$ cat src/rtl/bscan_word_bridge.sv
// -----------------------------------------------------------------------------
// bscan_word_bridge
//
// Purpose:
//   Word-level bridge between 32-bit application pipes and a JTAG BSCAN user-DR
//   chain.
//   - Outgoing words are buffered in a small FIFO.
//   - On CAPTURE-DR the head word is loaded into the DR as {word, 1'b1}. The
//     low bit is a "valid" marker, and the frame is then shifted out on TDO,
//     LSB first.
//   - Bits shifted in from TDI form the host's frame. On UPDATE-DR a
//     well-formed frame is handed to the fromBscan pipe.
//   - JTAG strobes arrive as 1-cycle pulses that are already synchronous to
//     CLK, so the whole block is one clock domain.
//
// Parameters:
//   WIDTH  data word width. A DR frame is WIDTH+1 bits.
//   DEPTH  tx FIFO depth in words. Must be a power of two and >= 2.
//
// Ports:
//   CLK, nRST                  clock; synchronous active-low reset
//   to_enq_v/ena/rdy           word push into the tx FIFO
//                              (rdy = FIFO not full, registered)
//   from_enq_v/ena/rdy         received host word, valid/ready handshake
//   jtag_sel                   this user chain is selected (gates all strobes)
//   jtag_capture/shift/update  DR state pulses; priority capture > update > shift
//   jtag_tdi, jtag_tdo         serial in / serial out (tdo = shreg[0])
//
// Optional feature (macro BSCAN_BRIDGE_STATS_EN):
//   Adds the wrapping 8-bit counters stat_tx (words captured), stat_rx (words
//   delivered) and stat_drop (frames dropped or discarded).
// -----------------------------------------------------------------------------
module bscan_word_bridge #(
  parameter int WIDTH = 32,
  parameter int DEPTH = 4
) (
  input  logic             CLK,
  input  logic             nRST,
  input  logic [WIDTH-1:0] to_enq_v,
  input  logic             to_enq_ena,
  output logic             to_enq_rdy,
  output logic [WIDTH-1:0] from_enq_v,
  output logic             from_enq_ena,
  input  logic             from_enq_rdy,
  input  logic             jtag_sel,
  input  logic             jtag_capture,
  input  logic             jtag_shift,
  input  logic             jtag_update,
  input  logic             jtag_tdi,
  output logic             jtag_tdo
`ifdef BSCAN_BRIDGE_STATS_EN
  ,
  output logic [7:0]       stat_tx,
  output logic [7:0]       stat_rx,
  output logic [7:0]       stat_drop
`endif
);

  localparam int AW = $clog2(DEPTH);
  localparam int PW = AW + 1;              // extra wrap bit tells full from empty
  localparam int CW = $clog2(WIDTH + 3);   // bit counter must hold 0..WIDTH+2
  localparam logic [CW-1:0] CNT_FRAME = CW'(WIDTH + 1);
  localparam logic [CW-1:0] CNT_SAT   = CW'(WIDTH + 2);
  localparam logic [PW-1:0] PTR_FULL  = PW'(DEPTH);

  // ---------------------------------------------------------------------------
  // State
  // ---------------------------------------------------------------------------
  logic [WIDTH-1:0] mem_q [DEPTH];
  logic [PW-1:0]    wr_ptr_q, wr_ptr_d;
  logic [PW-1:0]    rd_ptr_q, rd_ptr_d;
  logic             rdy_q, rdy_d;
  logic [WIDTH:0]   shreg_q, shreg_d;
  logic [CW-1:0]    bitcnt_q, bitcnt_d;
  logic             rx_full_q, rx_full_d;
  logic [WIDTH-1:0] rx_word_q, rx_word_d;

  // ---------------------------------------------------------------------------
  // Strobe decode. The priority is applied here, so the datapath below only
  // ever sees one active strobe.
  // ---------------------------------------------------------------------------
  logic do_capture, do_update, do_shift;
  logic fifo_empty, do_push, do_pop;
  logic frame_ok, rx_take, rx_drop, rx_deliver;
  logic [WIDTH-1:0] head_word;
  logic [PW-1:0]    occ_d;

  always_comb begin
    do_capture = jtag_sel && jtag_capture;
    do_update  = jtag_sel && jtag_update && !jtag_capture;
    do_shift   = jtag_sel && jtag_shift && !jtag_capture && !jtag_update;
  end

  // ---------------------------------------------------------------------------
  // tx FIFO.
  // - Capture reads the head from the current pointers, so a word pushed in the
  //   same cycle is not visible to that capture.
  // - rdy_q mirrors "not full" of the updated pointers. It is therefore always
  //   exact for the current contents, and a same-cycle pop cannot raise it
  //   early.
  // ---------------------------------------------------------------------------
  always_comb begin
    fifo_empty = (wr_ptr_q == rd_ptr_q);
    head_word  = mem_q[rd_ptr_q[AW-1:0]];
    do_push    = to_enq_ena && rdy_q;
    do_pop     = do_capture && !fifo_empty;
    wr_ptr_d   = wr_ptr_q + PW'(do_push);
    rd_ptr_d   = rd_ptr_q + PW'(do_pop);
    occ_d      = wr_ptr_d - rd_ptr_d;
    rdy_d      = (occ_d != PTR_FULL);
  end

  always_ff @(posedge CLK) begin
    if (do_push) begin
      mem_q[wr_ptr_q[AW-1:0]] <= to_enq_v;
    end
  end

  // ---------------------------------------------------------------------------
  // DR shift register, bit counter and rx holding register.
  // A frame is accepted only if:
  //   - exactly WIDTH+1 bits were shifted, and
  //   - the marker bit (now at shreg[0]) is 1.
  // ---------------------------------------------------------------------------
  always_comb begin
    shreg_d    = shreg_q;
    bitcnt_d   = bitcnt_q;
    rx_word_d  = rx_word_q;
    rx_full_d  = rx_full_q;

    frame_ok   = (bitcnt_q == CNT_FRAME) && shreg_q[0];
    rx_take    = do_update && frame_ok && !rx_full_q;
    rx_drop    = do_update && !rx_take;
    rx_deliver = rx_full_q && from_enq_rdy;

    if (do_capture) begin
      shreg_d  = fifo_empty ? '0 : {head_word, 1'b1};
      bitcnt_d = '0;
    end else if (do_shift) begin
      shreg_d = {jtag_tdi, shreg_q[WIDTH:1]};
      if (bitcnt_q != CNT_SAT) begin
        bitcnt_d = bitcnt_q + 1'b1;
      end
    end

    if (rx_take) begin
      rx_word_d = shreg_q[WIDTH:1];
    end

    // rx_take requires !rx_full_q, so it can never coincide with a delivery.
    // An update in the clearing cycle still sees rx_full_q=1 and is dropped.
    if (rx_deliver) begin
      rx_full_d = 1'b0;
    end else if (rx_take) begin
      rx_full_d = 1'b1;
    end
  end

  always_ff @(posedge CLK) begin
    if (!nRST) begin
      wr_ptr_q  <= '0;
      rd_ptr_q  <= '0;
      rdy_q     <= 1'b1;
      shreg_q   <= '0;
      bitcnt_q  <= '0;
      rx_full_q <= 1'b0;
      rx_word_q <= '0;
    end else begin
      wr_ptr_q  <= wr_ptr_d;
      rd_ptr_q  <= rd_ptr_d;
      rdy_q     <= rdy_d;
      shreg_q   <= shreg_d;
      bitcnt_q  <= bitcnt_d;
      rx_full_q <= rx_full_d;
      rx_word_q <= rx_word_d;
    end
  end

  // ---------------------------------------------------------------------------
  // Outputs
  // ---------------------------------------------------------------------------
  always_comb begin
    to_enq_rdy   = rdy_q;
    jtag_tdo     = shreg_q[0];
    from_enq_ena = rx_full_q;
    from_enq_v   = rx_full_q ? rx_word_q : '0;
  end

`ifdef BSCAN_BRIDGE_STATS_EN
  // ---------------------------------------------------------------------------
  // Statistics counters. They wrap naturally at 8 bits.
  // ---------------------------------------------------------------------------
  logic [7:0] stat_tx_q, stat_tx_d;
  logic [7:0] stat_rx_q, stat_rx_d;
  logic [7:0] stat_drop_q, stat_drop_d;

  always_comb begin
    stat_tx_d   = stat_tx_q + 8'(do_pop);
    stat_rx_d   = stat_rx_q + 8'(rx_deliver);
    stat_drop_d = stat_drop_q + 8'(rx_drop);
  end

  always_ff @(posedge CLK) begin
    if (!nRST) begin
      stat_tx_q   <= '0;
      stat_rx_q   <= '0;
      stat_drop_q <= '0;
    end else begin
      stat_tx_q   <= stat_tx_d;
      stat_rx_q   <= stat_rx_d;
      stat_drop_q <= stat_drop_d;
    end
  end

  always_comb begin
    stat_tx   = stat_tx_q;
    stat_rx   = stat_rx_q;
    stat_drop = stat_drop_q;
  end
`endif

endmodule
$ cat config.mk
export PLATFORM = sky130hd
export DESIGN_NAME = bscan_word_bridge
export DESIGN_NICKNAME = d
export VERILOG_FILES = /design/src/rtl/bscan_word_bridge.sv
export SDC_FILE = /design/constraint.sdc
export NUM_CORES = 1
export LEC_CHECK = 0
export BUFFER_PORTS_ARGS = -buffer_cell sky130_fd_sc_hd__buf_4
export CAP_MARGIN = 5
export CELL_PAD_IN_SITES_DETAIL_PLACEMENT = 0
export CELL_PAD_IN_SITES_GLOBAL_PLACEMENT = 2
export CORE_ASPECT_RATIO = 0.75
export CORE_MARGIN = 1
export CORE_UTILIZATION = 35
export DETAILED_ROUTE_END_ITERATION = 12
export PLACE_DENSITY_LB_ADDON = 0.1
export SLEW_MARGIN = 5
export SYNTH_ARGS = -nofsm -noshare
export SYNTH_HDL_FRONTEND = slang
export SYNTH_SLANG_ARGS = --single-unit
$ cat constraint.sdc
create_clock -name CLK -period 8.11 [get_ports CLK]
set_input_delay 1.2165 -clock CLK [delete_from_list [all_inputs] [get_ports CLK]]
set_output_delay 1.2165 -clock CLK [all_outputs]
set_load 0.01 [all_outputs]
# [Word level (Yosys, flattened, before mapping)]
# Memory sizes are Yosys's and may differ from the RTL's. A register that Yosys moved wholly into a read port is not among the register bits.
# Index checks and enable logic that the tools add are counted.
[totals] ff_bits=79 latchBits=0 mem_bits_rw=128 rom_bits=0 in_bits=41 out_inout_bits=35 elab_cells=44 n_memories=1
[mem_list] name="mem_q" depth=4 word_bits=32 read_ports=1 rd_clocked_by_memory_dff=1 wr=1 line="69" text="logic [WIDTH-1:0] mem_q [DEPTH];"
[classes] addsub=4 n_mul=0 div=0 order_cmp=0 eq_ne=4 shift=0 mux=7 bitwise_logic=1 reduce_logical=20
[ops] operator="$mux W33" n=3
[ops] operator="$mux W32" n=1
[ops] operator="$logic_and A1 B1 Y1" n=12
[ops] operator="$add A3 B1 Y3" n=2
[ops] operator="$add A6 B1 Y6 const B" n=1
[ops] operator="$eq A6 B6 Y1 const B" n=1
[ops] operator="$ne A6 B6 Y1 const B" n=1
[ops] operator="$logic_not A1 Y1" n=4
[ops] operator="$reduce_or A2 Y1" n=2
[ops] operator="$eq A3 B3 Y1" n=1
[ops] operator="$ne A3 B3 Y1 const B" n=1
[ops] operator="$sub A3 B3 Y3" n=1
[ops] operator="$mux W1" n=2
[ops] operator="$mux W2" n=1
[ops] operator="$reduce_and A2 Y1" n=1
[ops] operator="$reduce_bool A2 Y1" n=1
[ops] operator="$not A1 Y1" n=1

# [Depth between registers and ports, before layout]
# Gate-level depths: netlist of run 1.
[depth] word_depth=6 depth_mapped=9 mapped_depth_nobuf=9

# [Worst setup path before layout of run 1]
# No wires, ideal clock.
[synth_path] kind="input-to-reg" from="input to_enq_ena" to="memory mem_q[2][0] (enable)" setup_ns=0.468 t_arrival_ns=3.718 required_ns=7.642 setup_slack_ns=3.924 cell_stages=2 path_buffers=0 path_cell_list="nand2_1 nor3b_1"
[synth_via] elab_chain_cells=3
[synth_rtl] element="start, declared" line="40" text="input logic to_enq_ena,"
[synth_rtl] element="$logic_and A1 B1 Y1" line="105" text="do_push = to_enq_ena && rdy_q;"
[synth_rtl] element="$mux W1" line="114" text="if (do_push) begin"
[synth_rtl] element="$mux W1 (not written as such)" line="115" text="mem_q[wr_ptr_q[AW-1:0]] <= to_enq_v;"
[synth_rtl] element="end, declared" line="69"
# No other way between the ends.

# [Final worst setup path of run 1]
[layout_path] from="register rx_full_q, in the netlist from_enq_ena" to="output from_enq_v[13]"
[layout_via] elab_chain_cells=1
[layout_rtl] element="start, declared" line="75" text="logic rx_full_q, rx_full_d;"
[layout_rtl] element="start signal, assigned" line="174" text="rx_full_q <= rx_full_d;"
[layout_rtl] element="$mux W32" line="186" text="from_enq_v = rx_full_q ? rx_word_q : '0;"
[layout_rtl] element="end, declared" line="42" text="output logic [WIDTH-1:0] from_enq_v,"
# No other way between the ends.

==> metrics, run 1 <==
most frequent cell after synthesis edfxtp_1; Worst Hold Class reg -> reg; Synth area leader edfxtp_1; Max FO, Critical Path 27; CP startpoint kind flop; final setup vio count 0; M1 WL 9.46 mm; DP Area 8910 µm²; Slew Viols, Final 0; fin cells 988; clk_lat worst skew 0.50 ns; MaxCap Viol Count 0; area taken by flip-flops and latches 5430 µm²; vias in the first global route 5026; grt ovf 0; met2 routed WL 7.83 mm; die height 134 µm; H-Tree Depth 1; Placer Congestion 0.765; Post-synth top cells 128 x edfxtp_1, 79 x dfxtp_1, 65 x o22ai_1; share of layout cells above drive strength 1 0.277; crit end category primary output; TritonCTS Buffers 23; post-synth cell types 37; final HPWL from detailed placement 11.1 mm; Post-synth EDFFs 128; TNS Setup 0 ns; R2R setup slack 5.34 ns; Routed WL per cell 18.9 µm; flops & latches, synth 207; cts repair resizes 0; Final Skew 0.00574 ns; die width 178 µm; Max stage delay on crit path 0.53 ns; Power Density 250 nW/µm²; xor/xnor share of the synthesized area 0.0108; Syn Nets 661; CP cell instances buf_4, and2_1, buf_4; Peak VDD IR 0.000142 V; Antenna diodes 0; Area Growth Syn to Fin 18.5%; Synth Area in Compound Gates 0.0792; Post-synth ARST share 0; warning count from the yosys run 0; Final Cell Area 9640 µm²; maximum clock insertion buffer count 3; Area contributors post-synth edfxtp_1 47%, dfxtp_1 19%, mux2_2 8.9%, o22ai_1 5.0%, and2_1 2.9%; cell mode on critical path buf_4; Worst-path clk slew 0.06 ns; Crit-path slowest cell dfxtp_1; CTS root buf clkbuf_16; Worst slew margin 0.379; met3 WL 999 µm; Core Area 22400 µm²; Detailed Route Iter0 Violations 359; Total Routing Usage GR 0.163; Fill cells 2073; largest family of logic cells by synthesized area simple AND/OR/NAND/NOR gates; CP required 6.89 ns; largest net degree at the start of global routing 77; mux share of post-synthesis cell area 0.0886; synthesized area 8130 µm²; final WL 18.7 mm; DR vias/cell 5.03; initial core utilization 0.363; placed instance count 947; 1st-pass router iterations 4; DR top layer met4; I/O pin cnt 76; min Tclk post-route 2.96 ns; number of routed nets with antenna violations 0; kind of critical path reg -> out; Final period util 0.365; final hold vios 0; Post-CTS Setup Bufs 0; post-synthesis sequential area ratio 0.667; post-synthesis simple-gate area fraction 0.107; DR vias 4967; Post-Synth Adder-Cell Area 0.0138; slew of the pin with the lowest slew margin 0.932 ns; Remaining DRCs 0; area of the die 23900 µm²; first-pass GRT wire length 29.6 mm; initial antenna violation count 0; multi-input logic area 2460 µm²; unrepaired setup endpoints after global routing no; Clock Sinks 207; # rows 47; Pleak 3.37 nW; max frequency 0.338 GHz; Post-synth top flop edfxtp_1; Syn Area/Cell 13.3 µm²; Syn Inst Count 611; CTS tree yes; Synth top area share 0.473; Layout Nets 728; # hold bufs at CTS 0; status finished clean; number of buffers added on ports 75; CP Data Arrival Time 1.74 ns
-- where the power goes --
part	internal, W	leakage [nW]	switching (W)
clock	0.000593	0.354	0.000403
sequential	0.00119	1.82	0.0000296
combinational	0.0000802	1.20	0.000110
total	0.00187	3.37	0.000543
-- logic make-up (layout without fill, tap and decap cells) --
kind of cell,after synthesis,count (layout)
fa+ha+maj,9,9
simple gates,163,163
compound gates,109,109
flops,207,207
xor+xnor,10,10
mux,64,64
buf+inv,49,132
-- final cells by class --
| cell class | count | share of cell area |
|---|---|---|
| sequential | 207 | 0.563 |
| multi-input combinational | 355 | 0.255 |
| timing repair buffer | 85 | 0.0662 |
| clock buffer | 28 | 0.0627 |
| tap | 294 | 0.0382 |
| clock inverter | 13 | 0.0125 |
| inverter | 6 | 0.00234 |
-- registers in the layout, summed over array words and instances, names as in the netlist --
name	count
mem_q	128
shreg_q	33
rx_word_q	32
bitcnt_q	6
rd_ptr_q	3
wr_ptr_q	3
from_enq_ena	1
to_enq_rdy	1
-- path summary, 6_finish.rpt --
kind                 startpoint             end  depth (start not counted)
hold / removal    rx_word_q[26]   rx_word_q[26]                          2
setup / recovery   from_enq_ena  from_enq_v[13]                          3
setup reg to reg    rd_ptr_q[1]      to_enq_rdy                         10
hold reg to reg   rx_word_q[26]   rx_word_q[26]                          2
-- per-stage QoR --
stage / utilization / setup WS (ns) / hold WS, ns / total power, W
finish: 0.430 / 5.15 / 0.447 / 0.00241
global route: 0.430 / 5.03 / 0.464 / 0.00251
CTS: 0.430 / 5.07 / 0.449 / 0.00245
detailed placement: 0.398 / 5.12 / 0.442 / 0.00144
global placement: 0.398 / 5.18 / 0.438 / 0.00144
floorplan: - / 3.92 / 0.424 / 0.00136
-- per-layer routing --
metal  vias up  GRT usage
li1       2417          -
met1      2415      0.250
met4         0     0.0404
met2       104      0.238
met3        31     0.0255
met5         -          0
-- critical path, delay by kind of cell, from the launching register on --
family / cells / cell delay [ns]
flops: 1 / 0.53
simple gates: 1 / 0.23
buf+inv: 2 / 0.47
-- cells in the final DEF (no fill, tap or decap), types with 3 or more instances in the layout --
master / count
clkinv_2: 4
inv_1: 6
o22ai_1: 65
nand3_1: 34
xnor2_1: 7
dfxtp_1: 78
o21ai_1: 11
clkbuf_16: 23
xor2_1: 3
nor2_1: 4
edfxtp_1: 128
nand2_1: 38
clkbuf_1: 4
a21oi_1: 3
o21ai_0: 23
ha_1: 9
buf_4: 85
mux2_2: 64
and2_1: 38
nor3_1: 33
clkinv_1: 4
Note: power is estimated with default switching activity, not from simulation.
==> inputs of run 2 (changes only) <==
Clock period 8.11 ns to 2.6 ns, I/O delays scaled along.
==> metrics, run 2 (synthesized netlist as in run 1, its figures left out) <==
most frequent cells in the layout 128 x edfxtp_1, 87 x buf_4, 78 x dfxtp_1 (was 128 x edfxtp_1, 85 x buf_4, 78 x dfxtp_1); status finished clean (unchanged); Routed WL per cell 18.4 µm (was 18.9 µm); I/O pin cnt 76 (unchanged); Final period util 0.835; Pleak 3.39 nW (was 3.37 nW); Max stage delay on crit path 0.53 ns (about the same); Area Growth Syn to Fin 19.1% (was 18.5%); CP startpoint kind flop (unchanged); kind of critical path reg -> reg (was reg -> out); CP cell instances xnor2_1, a31oi_1, ha_1, ha_1, inv_1, ha_1, a21oi_1, xnor2_1, nand4_1 (was buf_4, and2_1, buf_4); DR vias 4980 (was 4967); TNS Setup 0 ns (unchanged); die width 178 µm (unchanged); first-pass GRT wire length 29.1 mm (was 29.6 mm); unrepaired setup endpoints after global routing no (unchanged); grt ovf 0 (unchanged); Post-CTS Setup Bufs 0 (unchanged); final hold vios 0 (unchanged); final setup vio count 0 (unchanged); # hold bufs at CTS 0 (unchanged); cell mode on critical path ha_1 (was buf_4); Finished Core Util 0.432 (was 0.430); vias in the first global route 5031 (was 5026); clk_lat worst skew 0.49 ns (was 0.50 ns); final WL 18.2 mm (was 18.7 mm); Worst slew margin 0.528 (was 0.379); initial antenna violation count 0 (unchanged); die height 134 µm (unchanged); Max FO, Critical Path 6 (was 27); TritonCTS Buffers 23 (unchanged); number of flip-flops in the largest register 128 (unchanged); max frequency 0.460 GHz; Power Density 761 nW/µm² (was 250 nW/µm²); Total Routing Usage GR 0.159 (was 0.163); Layout Nets 733 (was 728); Core Area 22400 µm² (unchanged); Detailed Route Iter0 Violations 369 (was 359); final HPWL from detailed placement 11.2 mm (was 11.1 mm); slew of the pin with the lowest slew margin 0.706 ns (was 0.932 ns); Worst-path clk slew 0.06 ns (about the same); largest net degree at the start of global routing 66 (was 77); CP required 2.96 ns (was 6.89 ns); cts repair resizes 0 (unchanged); Worst Hold Class in -> reg (was reg -> reg); MaxCap Viol Count 0 (unchanged); leading cell type in the layout, fill and taps excluded edfxtp_1 (unchanged); # rows 47 (unchanged); Clock Sinks 207 (unchanged); min Tclk post-route 2.17 ns; crit end category flop (was primary output); H-Tree Depth 1 (unchanged); initial core utilization 0.363 (unchanged); CP Data Arrival Time 2.53 ns (was 1.74 ns); Placer Congestion 0.719 (was 0.765); Slew Viols, Final 0 (unchanged); Remaining DRCs 0 (unchanged); number of buffers added on ports 75 (unchanged); Buf/Inv on CP 1 (was 2); Crit-path slowest cell dfxtp_1 (unchanged); maximum clock insertion buffer count 3 (unchanged); 1st-pass router iterations 4 (unchanged); CTS root buf clkbuf_16 (unchanged); cell family with most CP delay adder cells (was flip-flops); DR vias/cell 5.02 (was 5.03); Final Skew 0.00769 ns (was 0.00574 ns); share of layout cells above drive strength 1 0.275 (was 0.277); Peak VDD IR 0.000519 V (was 0.000142 V); number of routed nets with antenna violations 0 (unchanged); Antenna diodes 0 (unchanged); area of the die 23900 µm² (unchanged); CTS tree yes (unchanged)
[run 2: area by class of cell]
cell class	count	area, µm²
inverters	6	22.5
fillers	2066	12700
well taps	294	368
multi-input cells	355	2470
clock buffers	35	652
flip-flops and latches	207	5430
repair buffers	90	713
clock inverters	6	31.3
[run 2: metrics by stage]
step / power [W] / cells / setup WS, ns / hold slack, ns / cell area, µm²
final: 0.00737 / 993 / 0.428 / 0.0921 / 9680
after global routing: 0.00768 / 993 / 0.280 / 0.0706 / 9680
after CTS: 0.00749 / 993 / 0.430 / 0.0671 / 9680
after detailed placement: 0.00450 / 952 / 0.399 / 0.439 / 9000
after global placement: 0.00449 / 952 / 0.454 / 0.437 / 9000
after floorplan: 0.00425 / 611 / 0.333 / 0.424 / 8150
[run 2: path summary, 6_finish.rpt]
kind,start,endpoint,slack (ns),cells past startpoint
worst min-delay path,to_enq_v[8],mem_q[0][8],0.09,1
worst min register to register,rx_word_q[27],rx_word_q[27],0.44,2
worst max-delay path,wr_ptr_q[1],to_enq_rdy,0.43,9
worst max register to register,wr_ptr_q[1],to_enq_rdy,0.43,9
[run 2: metal layers]
metal | GRT usage | wire length [µm]
met1 | 0.233 | 9200
met2 | 0.246 | 7890
met3 | 0.0272 | 834
met4 | 0.0332 | 323
met5 | 0 | 0
[run 2: report_power, final]
group	internal, W	total (W)	switching (W)
logic	0.000264	0.000611	0.000347
registers	0.00372	0.00381	0.0000891
clock network	0.00172	0.00295	0.00122
total	0.00571	0.00737	0.00166
==> inputs of run 3 (changes only) <==
Clock period 2.6 ns to 2.3 ns, I/O delays scaled along.
==> metrics, run 3 (synthesized netlist as in run 1, its figures left out) <==
status finished clean (unchanged); cell family with most CP delay adder cells (unchanged); MaxCap Viol Count 0 (unchanged); DR vias/cell 5.06 (was 5.02); max frequency 0.480 GHz (was 0.460 GHz); Final Cell Area 9740 µm² (was 9680 µm²); initial core utilization 0.363 (unchanged); reg2reg path depth 9 (unchanged); Buf/Inv on CP 1 (unchanged); Routed WL per cell 18.7 µm (was 18.4 µm); vias in the first global route 5018 (was 5031); WHS Path Cells 1 (unchanged); TritonCTS Buffers 22 (was 23); number of buffers added on ports 75 (unchanged); Final Skew 0.00667 ns (was 0.00769 ns); area of the die 23900 µm² (unchanged); die height 134 µm (unchanged); Max FO, Critical Path 6 (unchanged); # hold bufs at CTS 0 (unchanged); gr busiest metal met2 (unchanged); largest net degree at the start of global routing 42 (was 66); Core Area 22400 µm² (unchanged); R2R setup slack 0.22 ns (was 0.43 ns); clk_lat worst skew 0.49 ns (about the same); DP Area 9070 µm² (was 9000 µm²); CTS root buf clkbuf_16 (unchanged); 1st-pass router iterations 4 (unchanged); sw power 0.00188 W (was 0.00166 W); Worst Hold Class in -> reg (unchanged); cell mode on critical path ha_1 (unchanged); Crit-path slowest cell dfxtp_1 (unchanged); cts repair resizes 0 (unchanged); Antenna diodes 0 (unchanged); Area Growth Syn to Fin 19.8% (was 19.1%); Worst-path clk slew 0.06 ns (about the same); maximum clock insertion buffer count 3 (unchanged); final HPWL from detailed placement 11.5 mm (was 11.2 mm); Net Sw Frac 0.227 (was 0.225); Slew Viols, Final 0 (unchanged); kind of critical path reg -> reg (unchanged); Post-CTS Setup Bufs 0 (unchanged); Fill cells 2079 (was 2066); met2 Resource Use GR 0.244 (was 0.246); Final period util 0.905 (was 0.835); clock share of power 0.395 (was 0.400); Worst slew margin 0.626 (was 0.528); HP Start to_enq_v[5] (was to_enq_v[8]); reg2reg end to_enq_rdy (unchanged); number of flip-flops in the largest register 128 (unchanged); met3 Usage GRT 0.0230 (was 0.0272); CTS tree yes (unchanged); RR Startpoint wr_ptr_q[1] (unchanged); leading cell type in the layout, fill and taps excluded edfxtp_1 (unchanged); Placer Congestion 0.732 (was 0.719); WHS Endpoint mem_q[3][5] (was mem_q[0][8]); # rows 47 (unchanged); die width 178 µm (unchanged); CP required 2.66 ns (was 2.96 ns); Flop pwr share 0.519 (was 0.517); number of routed nets with antenna violations 0 (unchanged); share of layout cells above drive strength 1 0.281 (was 0.275); Detailed Route Iter0 Violations 344 (was 369); GR Util met1 0.239 (was 0.233); H-Tree Depth 1 (unchanged); final hold vios 0 (unchanged); I/O pin cnt 76 (unchanged); Power Density 851 nW/µm² (was 761 nW/µm²); Total Routing Usage GR 0.160 (was 0.159); Max stage delay on crit path 0.46 ns (was 0.53 ns); most frequent cells in the layout 128 x edfxtp_1, 85 x buf_4, 78 x dfxtp_1 (was 128 x edfxtp_1, 87 x buf_4, 78 x dfxtp_1); combinational share of power 0.086 (was 0.083); multi-input logic area 2450 µm² (was 2470 µm²); internal power 0.00640 W (was 0.00571 W); Clock Sinks 207 (unchanged); DR vias 5037 (was 4980); Layout Nets 735 (was 733); CP cell instances xnor2_1, a31oi_1, ha_1, ha_1, inv_1, ha_1, a21oi_1, xnor2_1, nand4_1 (unchanged); area taken by flip-flops and latches 5430 µm² (unchanged); Remaining DRCs 0 (unchanged); grt ovf 0 (unchanged); min Tclk post-route 2.08 ns (was 2.17 ns); Pleak 3.42 nW (was 3.39 nW); final WL 18.7 mm (was 18.2 mm); initial antenna violation count 1 (was 0); first-pass GRT wire length 29.1 mm (about the same); CP Data Arrival Time 2.45 ns (was 2.53 ns); Peak VDD IR 0.000529 V (was 0.000519 V); CP startpoint kind flop (unchanged); crit end category flop (unchanged); Design Power 0.00829 W (was 0.00737 W); slew of the pin with the lowest slew margin 0.561 ns (was 0.706 ns); unrepaired setup endpoints after global routing no (unchanged); final setup vio count 0 (unchanged)
## run 3: changes by cell type in the layout (fill, tap and decap cells not counted), moves of 2 or more
cell / previous run / this run
nor3b_2: 0 / 2
buf_12: 3 / 8
nor3b_4: 2 / 0
clkbuf_1: 10 / 4
clkinv_1: 2 / 5
buf_4: 87 / 85
## run 3: per-layer routing
metal  wire length [µm]  up-vias
met5                  0        -
met3                729       24
li1                   -     2438
met2               8120       92
met4                332        0
met1               9480     2483
## run 3: final cells by class
| class | count | share of cell area |
|---|---|---|
| clock buffer | 29 | 0.0635 |
| clock inverter | 11 | 0.00565 |
| inverter | 6 | 0.00231 |
| multi-input combinational | 355 | 0.252 |
| sequential | 207 | 0.557 |
| tap | 294 | 0.0378 |
| timing repair buffer | 93 | 0.0820 |
## run 3: power by group through the flow
stage / Sequential (W) / Clock, W / Combinational [W]
final: 0.00430 / 0.00328 / 0.000713
after global routing: 0.00432 / 0.00353 / 0.000788
after CTS: 0.00430 / 0.00337 / 0.000730
after detailed placement: 0.00438 / 0 / 0.000726
after global placement: 0.00437 / 0 / 0.000718
after floorplan: 0.00436 / 0 / 0.000443
## run 3: through the flow
stage	utilization	worst slack (ns)	std cells	hold WS [ns]	TNS, ns
floorplan	-	-1.05	611	0.424	-93.84
global placement	0.405	0.258	955	0.435	0
detailed placement	0.405	0.220	955	0.436	0
CTS	0.435	0.202	995	0.0306	0
global route	0.435	0.0503	995	0.0365	0
finish	0.435	0.218	995	0.0492	0
## run 3: worst max-delay path by stage
stage                start     endpoint  depth (start not counted)
2_1_floorplan   to_enq_rdy  mem_q[2][0]                          2
3_3_place_gp   wr_ptr_q[1]   to_enq_rdy                          9
3_5_place_dp   wr_ptr_q[1]   to_enq_rdy                          9
4_1_cts        wr_ptr_q[1]   to_enq_rdy                          9
5_1_grt        wr_ptr_q[1]   to_enq_rdy                          9
6_report       wr_ptr_q[1]   to_enq_rdy                          9
